**src/rtl/nw_counter_pkg.sv**
```systemverilog
// Shared encodings for the NW step counter slice.
// FSM states and run-mode values used by the counter top.
package nw_counter_pkg;

  typedef enum logic [1:0] {
    ST_IDLE = 2'd0,
    ST_RUN  = 2'd1,
    ST_DONE = 2'd2
  } state_e;

  typedef enum logic {
    MODE_WRAP    = 1'b0,
    MODE_ONESHOT = 1'b1
  } mode_e;

endpackage

```
**src/rtl/nw_prescaler.sv**
```systemverilog
// Prescaler for the NW step counter.
// Emits one tick every (pre_max+1) enabled, unheld clocks.
module nw_prescaler #(
  parameter int PRE_W = 2
) (
  input  logic             clk,
  input  logic             rst,
  input  logic             en,
  input  logic             hold,
  input  logic             clr,
  input  logic [PRE_W-1:0] pre_max,
  output logic             tick
);

  logic [PRE_W-1:0] pre_cnt_q;
  logic [PRE_W-1:0] pre_cnt_d;
  logic             at_max;

  assign at_max = (pre_cnt_q == pre_max);

  always_comb begin
    pre_cnt_d = pre_cnt_q;
    tick      = 1'b0;
    if (!en || clr) begin
      pre_cnt_d = '0;
    end else if (hold) begin
      pre_cnt_d = pre_cnt_q;
    end else if (at_max) begin
      pre_cnt_d = '0;
      tick      = 1'b1;
    end else begin
      pre_cnt_d = pre_cnt_q + PRE_W'(1);
    end
  end

  always_ff @(posedge clk or posedge rst) begin
    if (rst) pre_cnt_q <= '0;
    else     pre_cnt_q <= pre_cnt_d;
  end

endmodule

```
**src/rtl/nw_step_counter.sv**
```systemverilog
// Prescaled modulo step counter for NW score-RAM sequencing.
// FSM, config latches, count and registered flags.
module nw_step_counter
  import nw_counter_pkg::*;
#(
  parameter int CNT_W = 4,
  parameter int PRE_W = 2
) (
  input  logic             clk,
  input  logic             rst,
  input  logic             en,
  input  logic             hold,
  input  logic             clr,
  input  logic             oneshot,
  input  logic [PRE_W-1:0] pre_max,
  input  logic [CNT_W-1:0] cnt_max,
  output logic [CNT_W-1:0] count,
  output logic             step,
  output logic             term,
  output logic             done,
  output logic             busy
);

  state_e           state_q, state_d;
  mode_e            mode_q, mode_d;
  logic [PRE_W-1:0] pre_lat_q, pre_lat_d;
  logic [CNT_W-1:0] cnt_lat_q, cnt_lat_d;
  logic [CNT_W-1:0] count_q, count_d;
  logic             step_q, step_d;
  logic             term_q, term_d;
  logic             done_q, done_d;
  logic             busy_q, busy_d;
  logic             run;
  logic             tick;

  assign run = en && (state_q == ST_RUN);

  nw_prescaler #(
    .PRE_W(PRE_W)
  ) u_pre (
    .clk    (clk),
    .rst    (rst),
    .en     (run),
    .hold   (hold),
    .clr    (clr),
    .pre_max(pre_lat_q),
    .tick   (tick)
  );

  always_comb begin
    state_d   = state_q;
    mode_d    = mode_q;
    pre_lat_d = pre_lat_q;
    cnt_lat_d = cnt_lat_q;
    count_d   = count_q;
    step_d    = 1'b0;
    term_d    = 1'b0;
    if (!en) begin
      state_d = ST_IDLE;
      count_d = '0;
    end else begin
      unique case (state_q)
        ST_IDLE: begin
          state_d   = ST_RUN;
          mode_d    = mode_e'(oneshot);
          pre_lat_d = pre_max;
          cnt_lat_d = cnt_max;
          count_d   = '0;
        end
        ST_RUN: begin
          if (clr) begin
            mode_d    = mode_e'(oneshot);
            pre_lat_d = pre_max;
            cnt_lat_d = cnt_max;
            count_d   = '0;
          end else if (tick) begin
            step_d = 1'b1;
            if (count_q == cnt_lat_q) begin
              count_d = '0;
              term_d  = 1'b1;
              if (mode_q == MODE_ONESHOT)
                state_d = ST_DONE;
            end else begin
              count_d = count_q + CNT_W'(1);
            end
          end
        end
        ST_DONE: count_d = '0;
        default: begin
          state_d = ST_IDLE;
          count_d = '0;
        end
      endcase
    end
    done_d = (state_d == ST_DONE);
    busy_d = (state_d == ST_RUN);
  end

  always_ff @(posedge clk or posedge rst) begin
    if (rst) begin
      state_q   <= ST_IDLE;
      mode_q    <= MODE_WRAP;
      pre_lat_q <= '0;
      cnt_lat_q <= '0;
      count_q   <= '0;
      step_q    <= 1'b0;
      term_q    <= 1'b0;
      done_q    <= 1'b0;
      busy_q    <= 1'b0;
    end else begin
      state_q   <= state_d;
      mode_q    <= mode_d;
      pre_lat_q <= pre_lat_d;
      cnt_lat_q <= cnt_lat_d;
      count_q   <= count_d;
      step_q    <= step_d;
      term_q    <= term_d;
      done_q    <= done_d;
      busy_q    <= busy_d;
    end
  end

  assign count = count_q;
  assign step  = step_q;
  assign term  = term_q;
  assign done  = done_q;
  assign busy  = busy_q;

endmodule

```
**config.mk**
```make
export PLATFORM = sky130hd
export DESIGN_NAME = nw_step_counter
export DESIGN_NICKNAME = d
export VERILOG_FILES = /design/src/rtl/nw_counter_pkg.sv /design/src/rtl/nw_prescaler.sv /design/src/rtl/nw_step_counter.sv
export SDC_FILE = /design/constraint.sdc
export NUM_CORES = 1
export LEC_CHECK = 0
export ABC_CLOCK_PERIOD_IN_PS = 1380
export CAP_MARGIN = 20
export CORE_MARGIN = 8
export CORE_UTILIZATION = 43
export DETAILED_ROUTE_END_ITERATION = 10
export HOLD_SLACK_MARGIN = 0.03
export PLACE_DENSITY_LB_ADDON = 0.25
export SLEW_MARGIN = 15
export SYNTH_ARGS = -nofsm -noshare
export SYNTH_HDL_FRONTEND = slang
export SYNTH_SLANG_ARGS = --single-unit
```
**constraint.sdc**
```tcl
create_clock -name clk -period 1.38 [get_ports clk]
set_input_delay 0.276 -clock clk [delete_from_list [all_inputs] [get_ports clk]]
set_output_delay 0.276 -clock clk [all_outputs]
set_load 0.02 [all_outputs]
```
== Word level (Yosys, flattened, before mapping) ==
Cells that the tools add are included.
Word-level totals
  bits in registers: 19
  input port bits: 12
  output and inout bits: 8
Cells by class
  $add $sub $neg: 2
  eq/ne operators: 9
  mux-type cells: 32
  reductions and logical operators: 6
Operator list (number)
  $mux 4: 6
  $mux 2: 9
  $mux 1: 13
  $pmux 4 s2: 1
  $pmux 2 s3: 1
  $add 4x1->4 const B: 1
  $eq 2x1->1 const B: 2
  $eq 2x2->1 const B: 2
  $eq 4x4->1: 1
  $ne 4x4->1 const B: 1
  $pmux 2 s2: 1
  $reduce_and 3->1: 1
  $add 2x1->2 const B: 1
  $eq 2x2->1: 1
  $logic_not 2->1: 1
  $ne 2x1->1 const B: 1
  $ne 2x2->1 const B: 1
  $pmux 1 s2: 1
  $reduce_bool 2->1: 1
  $logic_and 1x1->1: 1
  $logic_not 1->1: 1
  $logic_or 1x1->1: 1

== Depth between registers and ports, before layout ==
Gate-level depths: netlist (run 1).
  depth after elaboration: 10
  mapped depth: 5
  mapped depth without buffers: 4

== By module ==
A second synthesis (run 1) with hierarchy kept.
Second synthesis, totals
  cell total of the unflattened synthesis: 78
  area, all modules: 910.9 µm²
Modules (own cells, without submodules)
  nw_step_counter: instances 1, cells each 61, area each 770.7 µm², sequential area each 425.4 µm²
  nw_prescaler: instances 1, cells each 17, area each 140.1 µm², sequential area each 50.0 µm²

== Worst setup path after synthesis (run 1) ==
OpenSTA, ideal clock, no wires.
  path type: reg2reg
  from: register u_pre.pre_cnt_q[1]
  to: register done_q, in the netlist done
  arrival time: 1410 ps
  data required time: 1313 ps
  setup slack: -97 ps
  cell stages (with the launch flop): 6
  period minus slack after synthesis: 1477 ps
  cell sequence: dfrtp_1 > xor2_1 > or3_1 > buf_6 > nor3_4 > a32o_1
Between the ends
  word-level cells in the longest chain between the ends: 9
Ends and longest elaborated chain
  start: declaration: RTL line nw_prescaler.sv:15  | logic [PRE_W-1:0] pre_cnt_q;
  start signal: assignment: RTL line nw_prescaler.sv:38  | else pre_cnt_q <= pre_cnt_d;
  $eq 2x2->1: RTL line nw_prescaler.sv:19  | assign at_max = (pre_cnt_q == pre_max);
  $mux 1: RTL line nw_prescaler.sv:28  | end else if (at_max) begin
  $mux 1: RTL line nw_prescaler.sv:26  | end else if (hold) begin
  $mux 1: RTL line nw_prescaler.sv:24  | if (!en || clr) begin
  $mux 2: RTL line nw_step_counter.sv:76  | end else if (tick) begin
  $mux 2: RTL line nw_step_counter.sv:71  | if (clr) begin
  $pmux 2 s3: RTL line nw_step_counter.sv:62  | unique case (state_q)
  $mux 2: RTL line nw_step_counter.sv:58  | if (!en) begin
  $eq 2x2->1: RTL line nw_step_counter.sv:95  | done_d = (state_d == ST_DONE);
  named net done_d: RTL line nw_step_counter.sv:31  | logic done_q, done_d;
  end signal: assignment: RTL line nw_step_counter.sv:118  | done_q <= done_d;
  end: declaration: RTL line nw_step_counter.sv:31
The timed path passes the listed nets, and every way through them passes these cells.
A chain may end at the register's enable or synchronous reset.

== Final worst setup path (run 1) ==
  from: register u_pre.pre_cnt_q[1]
  to: register state_q[1]
Between the ends
  word-level cells in the longest chain between the ends: 8
Ends and longest elaborated chain
  $eq 2x2->1: RTL line nw_prescaler.sv:19
  $mux 1: RTL line nw_prescaler.sv:28
  $mux 1: RTL line nw_prescaler.sv:26
  $mux 1: RTL line nw_prescaler.sv:24
  $mux 2: RTL line nw_step_counter.sv:76
  $mux 2: RTL line nw_step_counter.sv:71
  $pmux 2 s3: RTL line nw_step_counter.sv:62
  $mux 2: RTL line nw_step_counter.sv:58
  named net state_d[1]: RTL line nw_step_counter.sv:24  | state_e state_q, state_d;
  end signal: assignment: RTL line nw_step_counter.sv:111  | state_q <= state_d;
  end: declaration: RTL line nw_step_counter.sv:24
The timed path passes the listed nets, and every way through them passes these cells.

==> results of run 1 <==
==> layout make-up <==
type / instances / share of cell area
timing repair buffer: 33 / 0.235
multi-input combinational: 50 / 0.318
tap: 27 / 0.0277
clock buffer: 4 / 0.0216
inverter: 1 / 0.00308
sequential: 19 / 0.395
==> power by group through the flow <==
stage | clock, uW | sequential (uW) | combinational [uW]
6_report | 266 | 613 | 177
5_1_grt | 293 | 618 | 195
4_1_cts | 277 | 614 | 176
3_5_place_dp | 0 | 625 | 174
3_3_place_gp | 0 | 623 | 169
2_1_floorplan | 0 | 623 | 94.9
==> repair_timing <==
item / CTS / global route
setup endpoints to repair: 16 / 11
gates resized for setup: 9 / 4
pin swaps: 0 / 1
hold buffers: 0 / 0
endpoints found under the hold margin: 0 / 0
setup buffers: 0 / 0
==> kinds of logic (layout without fill, tap and decap cells) <==
logic type,after synthesis,after routing
DFF,19,19
muxes,7,7
buffers and inverters,3,38
adders and majority gates,1,1
AOI/OAI and AO/OA,8,8
and+or+nand+nor,27,27
xor gates and xnor gates,7,7
==> critical path, delay by kind of cell, from the launching register on <==
family / cells / cell delay [ps]
AND/OR/NAND/NOR: 2 / 590
AO/OA/AOI/OAI: 1 / 200
flip-flops: 1 / 400
XOR/XNOR: 1 / 170
==> placed cells by master (no fill, tap or decap) <==
cell | netlist | layout
nand2b_4 | 0 | 1
nor2_1 | 3 | 2
xor2_1 | 2 | 2
nor3_4 | 1 | 1
nor4_1 | 1 | 1
buf_4 | 0 | 14
mux2_2 | 7 | 7
nand4b_1 | 1 | 1
a31oi_1 | 4 | 4
clkdlybuf4s15_1 | 0 | 1
nand2_1 | 4 | 4
nand4_1 | 1 | 1
dfrtp_2 | 0 | 4
a32o_1 | 2 | 2
nand3_1 | 5 | 5
nand2b_2 | 0 | 1
a21oi_1 | 1 | 1
dfrtp_1 | 19 | 15
nor2b_1 | 5 | 4
nor2_2 | 0 | 1
inv_1 | 1 | 1
nor2b_2 | 0 | 1
nand3b_1 | 1 | 1
ha_1 | 1 | 1
clkbuf_1 | 1 | 1
o31ai_1 | 1 | 1
dlygate4sd2_1 | 0 | 7
nor3_1 | 2 | 2
or3_4 | 0 | 1
clkbuf_4 | 0 | 3
clkdlybuf4s50_1 | 0 | 11
xnor2_1 | 5 | 5
==> how the worst max path moves through the flow <==
stage,end,slack [ps]
floorplan,done,-50
global placement,u_pre.pre_cnt_q[0],-230
detailed placement,u_pre.pre_cnt_q[0],-270
CTS,state_q[1],-50
global route,done,-120
finish,state_q[1],-40
==> per-stage QoR <==
step / hold slack [ps] / worst slack, ps / area (sq um)
floorplan: 227 / -45.3 / 868
global placement: 512 / -233 / 1180
detailed placement: 524 / -268 / 1180
CTS: 319 / -46.1 / 1200
global route: 345 / -116 / 1220
finish: 306 / -44.7 / 1220
==> layer usage <==
metal  GRT usage  vias to the layer above  routed length [microns]
met4      0.0399                        0                       19
met2       0.167                       32                      775
met3      0.0275                        2                      149
li1            -                      326                        -
met1       0.133                      327                      756
met5           0                        -                        0
==> sequential cells by signal (all words and copies together) (netlist names) <==
name             count
cnt_lat_q            4
state_q              2
pre_lat_q            2
count                4
busy                 1
u_pre.pre_cnt_q      2
step                 1
mode_q               1
done                 1
term                 1
==> results.yml, run 1 <==
timing:
  slew_viol_final: 0
  period_share: 1.03
  max_slew_margin: 0.844
  fin_worst_skew_ps: 3.29
  hold_violations: 0
  worst_slew_pin_slew_ps: 231
  clock.fmax_mhz: 702
  report.final.setup_viol: 6
  tns_ps: -120
  rsz0062_at_grt: "yes"
  setup_ws_ps: -44.7
  fin_crit_ps: 1420
worst_setup_path:
  arrival_ps: 1650
  critPathCaptureType: "register"
  r2r_cells: 4
  critPathLaunchType: "register"
  crit_chain: "xor2_1, or3_4, nor3_4, a32o_1"
  required_ps: 1610
  slowest_delay_ps: 400
  path_class: "register to register"
  slowest_stage: "dfrtp_1"
  cp-startpoint: "u_pre.pre_cnt_q[1]"
  rrSetupSlack_ps: -40
  timing.rr.start: "u_pre.pre_cnt_q[1]"
  regToRegEndpoint: "state_q[1]"
  cp_max_fo: 5
power:
  design_power_total_uw: 1060
  clkPwrFrac: 0.252
  seqPwrFrac: 0.580
  cellPowerDensity_nw_per_um2: 867
  p_leak_uw: 0.000549
  peakVddDrop_mv: 0.701
  power_frac_comb: 0.168
  p_switching_uw: 251
  p_sw_frac: 0.237
  p_int_uw: 805
detailed_routing:
  dr.first_iter.drc_count: 10
  drc: 0
  viasPerCell: 5.13
  antenna_left: 0
  dr.pass1.iters: 5
  wire_per_inst_microns: 12.7
  routed_wirelength_microns: 1700
  num_vias: 687
synth:
  yosys_warnings: 0
  synth_mux_area_frac: 0.0916
  synth_edf_count: 0
  synth_compound_area_frac: 0.0669
  yosysMostFrequentCell: "dfrtp_1"
  synth-simple-area-share: 0.182
  synth.area.top_cells: "dfrtp_1, mux2_2, xnor2_1"
  synthXorXnorAreaFrac: 0.0712
  synth_top_family_by_area: "simple AND/OR/NAND/NOR gates"
  synth_top_flop_cell: "dfrtp_1"
  postSynthAreaPerCell_sq_um: 12.0
  synth_nets: 85
  yosysSeqAreaShare: 0.552
  netlist_area_sq_um: 861
  synth.distinct_cells: 24
  synth_largest_area_cell: "dfrtp_1"
  synth-seq-cells: 19
  synth_top_area_frac: 0.552
  async_flop_share: 1.00
  synthAdderAreaFrac: 0.0145
  synth_commonest_cells: "dfrtp_1, mux2_2, nand3_1, nor2b_1, xnor2_1"
  synthCells: 72
cells_and_area:
  final_cells: 134
  multi_input_area_sq_um: 387
  seqCellArea_sq_um: 480
  antenna_cells: 0
  drive_gt1_frac: 0.318
  fillers: 163
  final_nets: 121
  area_growth_pct: 41.4
  post-route-util: 0.633
die:
  initial_core_util: 0.448
  pin_count: 20
  die_h_microns: 60.7
  rows: 16
  core_sq_um: 1920
  die_area_sq_um: 3690
  die_x_microns: 60.7
clocking:
  cts.path.max_buffers: 2
  clkTransAtPathRegs_ps: 100
  cts_tree: "done"
  root_buffer: "clkbuf_4"
  clkLatencyLatePin_ps: 280
  cts_buffers: 3
  h-tree-depth: 1
  clkSinkCount: 19
global_route:
  grt_pass1_wl_microns: 2980
  grt_overflow_total: 0
  grt_usage: 0.105
  grt_max_degree: 20
  grt_pass1_vias: 690
  antenna_found_initial: 0
placed_design:
  hpwl_microns: 1370
  placed_cells: 130
  gp_congestion: 0.886
  portBuffers: 19
hold_path:
  hold_class: "input pin to async pin"
status:
  status: "finished, violations left"
  violations: "setup timing"
run:
  drv_cap: 0
No activity file was read; power rests on OpenSTA's default activity.
==> run 2: changes to the inputs <==
Settings changed: ABC_CLOCK_PERIOD_IN_PS 1380 to 1400, CORE_UTILIZATION 43 to 52, DONT_BUFFER_PORTS from default to 1, GPL_ROUTABILITY_DRIVEN from default to 0.
Clock period 1.38 ns to 1.4 ns, I/O delays scaled along.
==> results.yml, run 2 (synthesized netlist as in run 1, its figures left out) <==
status:
  status: "finished, violations left"
  violations: "setup timing"
worst_setup_path:
  timing.rr.start: "u_pre.pre_cnt_q[1]"
  critPathLaunchType: "register"
  arrival_ps: 1680
  cp-startpoint: "u_pre.pre_cnt_q[1]"
  required_ps: 1650
  critPathCaptureType: "register"
  cp_max_fo: 5
  path_class: "register to register"
power:
  p_leak_uw: 0.000455
  peakVddDrop_mv: 0.782
  cellPowerDensity_nw_per_um2: 979
placed_design:
  portBuffers: 0
  place_ws_ps: -24.4
  hpwl_microns: 1320
global_route:
  grt_max_degree: 20
  grt_pass1_wl_microns: 2970
  grt_overflow_total: 0
  grt_usage: 0.116
  antenna_found_initial: 0
  grt_pass1_vias: 672
clocking:
  cts_tree: "done"
  clkSinkCount: 19
  h-tree-depth: 1
  cts_buffers: 3
  clkTransAtPathRegs_ps: 100
  cts.path.max_buffers: 2
  clkLatencyLatePin_ps: 300
  root_buffer: "clkbuf_4"
detailed_routing:
  num_vias: 618
  dr.pass1.iters: 4
  antenna_left: 0
  drc: 0
  dr.first_iter.drc_count: 4
  routed_wirelength_microns: 1730
  wire_per_inst_microns: 16.3
  viasPerCell: 5.83
die:
  die_area_sq_um: 3210
  rows: 14
  pin_count: 20
  die_h_microns: 56.7
  core_sq_um: 1520
  initial_core_util: 0.565
  die_x_microns: 56.7
timing:
  max_slew_margin: 0.833
  hold_violations: 0
  rsz0062_at_grt: "yes"
  report.final.setup_viol: 5
  tns_ps: -123
  timing.hold.ws_ps: 103
  slew_viol_final: 0
  period_share: 1.02
  fin_worst_skew_ps: 1.17
  worst_slew_pin_slew_ps: 250
  setup_ws_ps: -32.4
  fin_crit_ps: 1430
  clock.fmax_mhz: 698
hold_path:
  hold_start: "en"
  hold_class: "input pin to register"
cells_and_area:
  fillers: 121
  area_growth_pct: 20.8
  drive_gt1_frac: 0.389
  antenna_cells: 0
  final_nets: 104
  layout_common_cells: "dfrtp_1, buf_4, mux2_2"
run:
  drv_cap: 0
[run 2: power by group]
part | internal, uW | total, uW | switching (uW) | leakage [uW]
combinational | 73.6 | 139 | 65.0 | 0.000203
clock | 111 | 274 | 162 | 0.0000150
sequential | 581 | 606 | 25.3 | 0.000238
total | 765 | 1020 | 253 | 0.000455
[run 2: final cells by class]
| class | instances | area, sq um | share of cell area |
|---|---|---|---|
| Sequential cell | 19 | 480 | 0.462 |
| Multi-Input combinational cell | 50 | 387 | 0.372 |
| Timing Repair Buffer | 16 | 123 | 0.118 |
| Clock buffer | 4 | 26.3 | 0.0253 |
| Tap cell | 16 | 20.0 | 0.0193 |
| Inverter | 1 | 3.75 | 0.00361 |
[run 2: per-layer routing]
metal / routed length, microns / global-route usage
met1: 706 / 0.135
met2: 847 / 0.172
met3: 130 / 0.0449
met4: 48 / 0.0722
met5: 0 / 0
[run 2: timing repair]
action | 4_1_cts | 5_1_grt
buffers inserted | 0 | 1
pin swaps | 0 | 3
endpoints found under the setup margin | 5 | 10
hold buffers | 1 | 0
endpoints found under the hold margin | 19 | 0
gates resized for setup | 2 | 3
[run 2: final timing paths]
path	depth (start not counted)	slack, ps	endpoint
min in group asynchronous	3	430	mode_q
worst min register to register	1	530	cnt_lat_q[2]
worst min-delay path	1	100	state_q[1]
max in group asynchronous	3	760	count[1]
worst max register to register	4	-30	done
worst max-delay path	4	-30	done
[run 2: per-stage QoR]
step | cell area (sq um) | instances | total power (uW) | utilization
after floorplan | 866 | 72 | 707 | -
after global placement | 976 | 100 | 741 | 0.640
after detailed placement | 976 | 100 | 746 | 0.640
after CTS | 1020 | 105 | 1020 | 0.669
after global routing | 1040 | 106 | 1060 | 0.682
final | 1040 | 106 | 1020 | 0.682
[run 2: critical path, cell delays in order (launching register included)]
cell     delay (ps)
dfrtp_1         400
xor2_1          180
or3_4           390
nor3_4          210
a32o_1          200
==> patch 1 (settings of run 2) <==
`PRE_W` is set to 2 in 2 places; all go to 4.
--- a/src/rtl/nw_prescaler.sv
+++ b/src/rtl/nw_prescaler.sv
@@ -1,7 +1,7 @@
 // Prescaler for the NW step counter.
 // Emits one tick every (pre_max+1) enabled, unheld clocks.
 module nw_prescaler #(
-  parameter int PRE_W = 2
+  parameter int PRE_W = 4
 ) (
   input  logic             clk,
   input  logic             rst,
--- a/src/rtl/nw_step_counter.sv
+++ b/src/rtl/nw_step_counter.sv
@@ -4,7 +4,7 @@
   import nw_counter_pkg::*;
 #(
   parameter int CNT_W = 4,
-  parameter int PRE_W = 2
+  parameter int PRE_W = 4
 ) (
   input  logic             clk,
   input  logic             rst,
Interface: changed (resized pre_max); port bits go from 20 to 22. No check against the original RTL was run, so the function may have changed too.
==> patch 1 against run 2 <==
  * Area after synthesis increased by 32%
  * The flow still finishes with violations (setup timing)
  * Largest cell class is now multi-input combinational cells
  * Critical endpoint is now state_q[1]
  * Routed wire length is 38% higher
  * Sequential cell count is 4 higher
  * Design area grew 39%
  * Clock skew is 0.0011 ns higher
  * Total power is 23% higher
  * Synthesized cell count is 32% higher
  * Worst setup slack got worse by 0.15 ns
==> patch 1: results (changes against run 2) <==
metric,value,unit,change
slowest_stage,dfrtp_1,,
final_cells,145,,+37%
status,finished with violations,,
cts_buffer_depth,2,,unchanged
crit_arrival,1.85,ns,+0.17 ns
setup_ws,-0.183,ns,-0.151 ns
drive_gt1_frac,0.496,,+0.107
violations,setup timing,,
synth.avg_cell_area,12.0,um^2,about the same
cts.reportedPaths.clkPinSlew,0.12,ns,+0.02 ns
wl_met3,178,um,+37%
port_buffers,0,,unchanged
num-fill-cells,172,,+42%
synth_sequential_area_ratio,0.507,,-0.0457
first_global_vias,838,,+25%
fin_nets,134,,+29%
route.met2.wl,1150,um,+35%
setup_viol,9,,+4
hold_class,in -> reg,,
vias,815,,+32%
antenna_found_initial,0,,unchanged
crit_family,simple AND/OR/NAND/NOR gates,,
numCtsBuffers,3,,unchanged
yosys_warnings,0,,unchanged
worstSkewPairLatency,0.31,ns,
dp_cells,137,,+37%
synth_common_cells,"dfrtp_1 (23), mux2_2 (9), a21oi_1 (5)",,
pre_cts_slack,-0.163,ns,-0.139 ns
max_stage_delay,0.43,ns,+0.03 ns
ys_top_cells_by_area,"dfrtp_1 (51%), mux2_2 (8.9%), xnor2_2 (5.7%), xnor2_1 (3.1%), a21oi_1 (2.2%)",,
maxUsedRoutingLayer,met4,,
wl_per_cell,16.5,um,+0.94%
grt_pass1_wl,4040,um,+36%
ir_drop,0.740,mV,-5.4%
drt_first_iter_violations,29,,+25
fin_tns_setup,-1.17,ns,-1.05 ns
slew_headroom,0.809,,-0.0238
clock-root-buffer,clkbuf_4,,
p_leak,0.592,nW,+30%
synthArstFlopShare,1.00,,unchanged
drt_first_pass_iters,4,,unchanged
grt_usage,0.129,,+0.0132
wl_met1,1020,um,+44%
htreeDepth,1,,unchanged
grt_max_degree,24,,+20%
synth_cell_type_count,33,,+38%
worst-path-max-fanout,6,,+1
syn-num-nets,111,,+31%
clock_skew,0.00227,ns,+0.00110 ns
dpl.hpwl,1670,um,+27%
n_antenna_cell,0,,unchanged
yosys_most_used_dff,dfrtp_1,,
-- patch 1: cell types whose count changed after synthesis, moves of 3 or more --
| cell | run 2 | this run |
|---|---|---|
| a31oi_1 | 4 | 1 |
| dfrtp_1 | 19 | 23 |
| nor2b_1 | 5 | 1 |
| inv_1 | 1 | 4 |
| a21oi_1 | 1 | 5 |
| xnor2_2 | 0 | 4 |
-- patch 1: kinds of logic (layout without fill, tap and decap cells) --
group           Yosys count  after routing  share of synthesized area
xor+xnor                  8              8                     0.0881
buf+inv                   6             28                     0.0198
simple gates             32             32                      0.183
fa+ha+maj                 2              2                     0.0220
flops                    23             23                      0.507
mux                       9              9                     0.0892
compound gates           15             15                     0.0914
-- patch 1: cell type report --
class                           instances  area, um^2  area share
Inverter                                4        15.0      0.0104
Multi-Input combinational cell         66         617       0.425
Sequential cell                        23         581       0.400
Clock buffer                            4        26.3      0.0181
Tap cell                               28        35.0      0.0242
Timing Repair Buffer                   20         176       0.122
-- patch 1: layer usage --
layer  track usage  vias up
met1         0.151      392
li1              -      395
met4        0.0655        0
met5             0        -
met3        0.0502        5
met2         0.199       23
-- patch 1: what timing repair did --
action	4_1_cts	5_1_grt
setup buffers	3	3
endpoints found under the setup margin	12	16
gates resized for setup	7	10
hold buffers	1	0
hold endpoints to repair	23	0
pin swaps	9	11
gates cloned	0	0
-- patch 1: worst paths after layout --
| path | cells past startpoint | to | slack, ns | start |
|---|---|---|---|---|
| max | 6 | state_q[1] | -0.18 | cnt_lat_q[3] |
| min | 2 | u_pre.pre_cnt_q[1] | 0.09 | hold |
| max reg2reg | 6 | state_q[1] | -0.18 | cnt_lat_q[3] |
| min reg2reg | 1 | mode_q | 0.53 | mode_q |
| max in group asynchronous | 3 | count[0] | 0.73 | rst |
| min in group asynchronous | 3 | cnt_lat_q[0] | 0.43 | rst |
-- patch 1: power by group --
part / internal (mW) / total, mW / switching [mW]
logic: 0.122 / 0.209 / 0.0868
registers: 0.703 / 0.740 / 0.0367
clock network: 0.111 / 0.306 / 0.194
-- patch 1: stage by stage --
step            util  instance area [um^2]  hold slack [ns]
2_1_floorplan      -                  1150            0.282
3_3_place_gp   0.610                  1310            0.230
3_5_place_dp   0.610                  1310            0.233
4_1_cts        0.652                  1400           0.0727
5_1_grt        0.675                  1450           0.0687
6_report       0.675                  1450           0.0891
==> patch 2 (config.mk and constraints of run 2) <==
Without the edit above. Re-encode `state_e` (3 states) as one-hot, 3 bits wide.
--- a/src/rtl/nw_counter_pkg.sv
+++ b/src/rtl/nw_counter_pkg.sv
@@ -2,10 +2,10 @@
 // FSM states and run-mode values used by the counter top.
 package nw_counter_pkg;
 
-  typedef enum logic [1:0] {
-    ST_IDLE = 2'd0,
-    ST_RUN  = 2'd1,
-    ST_DONE = 2'd2
+  typedef enum logic [2:0] {
+    ST_IDLE = 3'b001,
+    ST_RUN  = 3'b010,
+    ST_DONE = 3'b100
   } state_e;
 
   typedef enum logic {
Check against the original RTL: same outputs for any inputs over 10 cycles, from zero or initial values and one cycle with rst high; not proved beyond that.
==> patch 2 against run 2 <==
  * The flow still finishes with violations (setup timing)
  * Area after synthesis up 7.4%
  * Sequential cell count rose by 1
  * Via count rose by 9.9%
  * Routed wire length rose by 22%
  * Die area increased by 5.3%
  * Clock skew increased by 0.0021 ns
  * Design area is 17% higher
  * Worst setup slack worse by 0.12 ns
  * Worst hold slack got worse by 0.065 ns
  * Critical endpoint is now count[0]
  * Highest routed layer unchanged
Power is not compared: it rests on default switching activity, and its combinational part moved more than twofold at a synthesized area within 25%.
==> patch 2: results (changes against run 2) <==
metric,value,unit,change
crit_arrival,1.75,ns,+0.07 ns
r2r-end,count[0],,
grt_max_degree,13,,-35%
route.met2.wl,1090,um,+28%
powerComb,0.335,mW,
synth-compound-area-share,0.0866,,+0.0197
grt_pass1_wl,3250,um,+9.5%
wl_met3,96,um,-26%
grt_usage,0.126,,+0.0101
first_global_vias,727,,+8.2%
num-fill-cells,124,,+2.5%
holdPathEnd,state_q[0],,
crit_family,flip-flops,,
fin_nets,111,,+6.7%
violations,setup timing,,
setup_viol,10,,+5
ctsResizeCount,0,,-2
drt_first_iter_violations,12,,+8
clock_skew,0.00324,ns,+0.00206 ns
pre_cts_slack,-0.0666,ns,-0.0422 ns
wl_met1,869,um,+23%
status,finished with violations,,
crit_end,count[0],,
synth_fa_ha_area_frac,0.0135,,-0.00100
worst-path-max-fanout,3,,-2
ys_top_cells_by_area,"dfrtp_1 (51%), mux2_1 (8.5%), xnor2_1 (5.7%), dfstp_2 (2.8%), xor2_1 (2.8%)",,
vias,679,,+9.9%
synth.avg_cell_area,12.8,um^2,+7.4%
routed_wl,2110,um,+22%
hold_slack,0.0373,ns,-0.0653 ns
slew_headroom,0.692,,-0.141
drt_first_pass_iters,4,,unchanged
viasPerCell,5.57,,-4.5%
synthXorXnorAreaFrac,0.0853,,+0.0140
fin_tns_setup,-0.747,ns,-0.624 ns
synth_mux_area_frac,0.0974,,+0.00586
dpl.hpwl,1540,um,+17%
drive_gt1_frac,0.474,,+0.0853
synth_sequential_area_ratio,0.543,,-0.00970
placed_area,1110,um^2,+13%
synth_common_cells,"dfrtp_1 (19), mux2_1 (7), xnor2_1 (6)",,
dp_cells,115,,+15%
setup_ws,-0.151,ns,-0.119 ns
==> patch 2: cell count changes in the layout (fill, tap and decap cells not counted), sizes merged, moves of 2 or more <==
cell,before,now
a221oi,0,2
a22o,0,2
a31o,0,2
a31oi,4,1
a32o,2,0
buf,15,20
nand2,4,2
nand3,5,1
nor2b,5,2
==> patch 2: area by class of cell <==
type | count | area, um^2 | area share
Inverter | 1 | 3.75 | 0.00309
Sequential cell | 20 | 507 | 0.417
Timing Repair Buffer | 21 | 164 | 0.135
Clock buffer | 4 | 36.3 | 0.0298
Multi-Input combinational cell | 51 | 474 | 0.390
Tap cell | 25 | 31.3 | 0.0257
==> patch 2: worst reg2reg max path: cells and delay by family, from the launching register on <==
family	cells	cell delay, ns
XOR/XNOR	1	0.18
AND/OR/NAND/NOR	2	0.28
multiplexers	1	0.27
buffers and inverters	2	0.30
flip-flops	1	0.40
==> patch 2: metal layers <==
layer,vias to the layer above,global-route usage
met3,7,0.0309
li1,314,-
met5,-,0
met1,334,0.131
met2,24,0.225
met4,0,0.0699
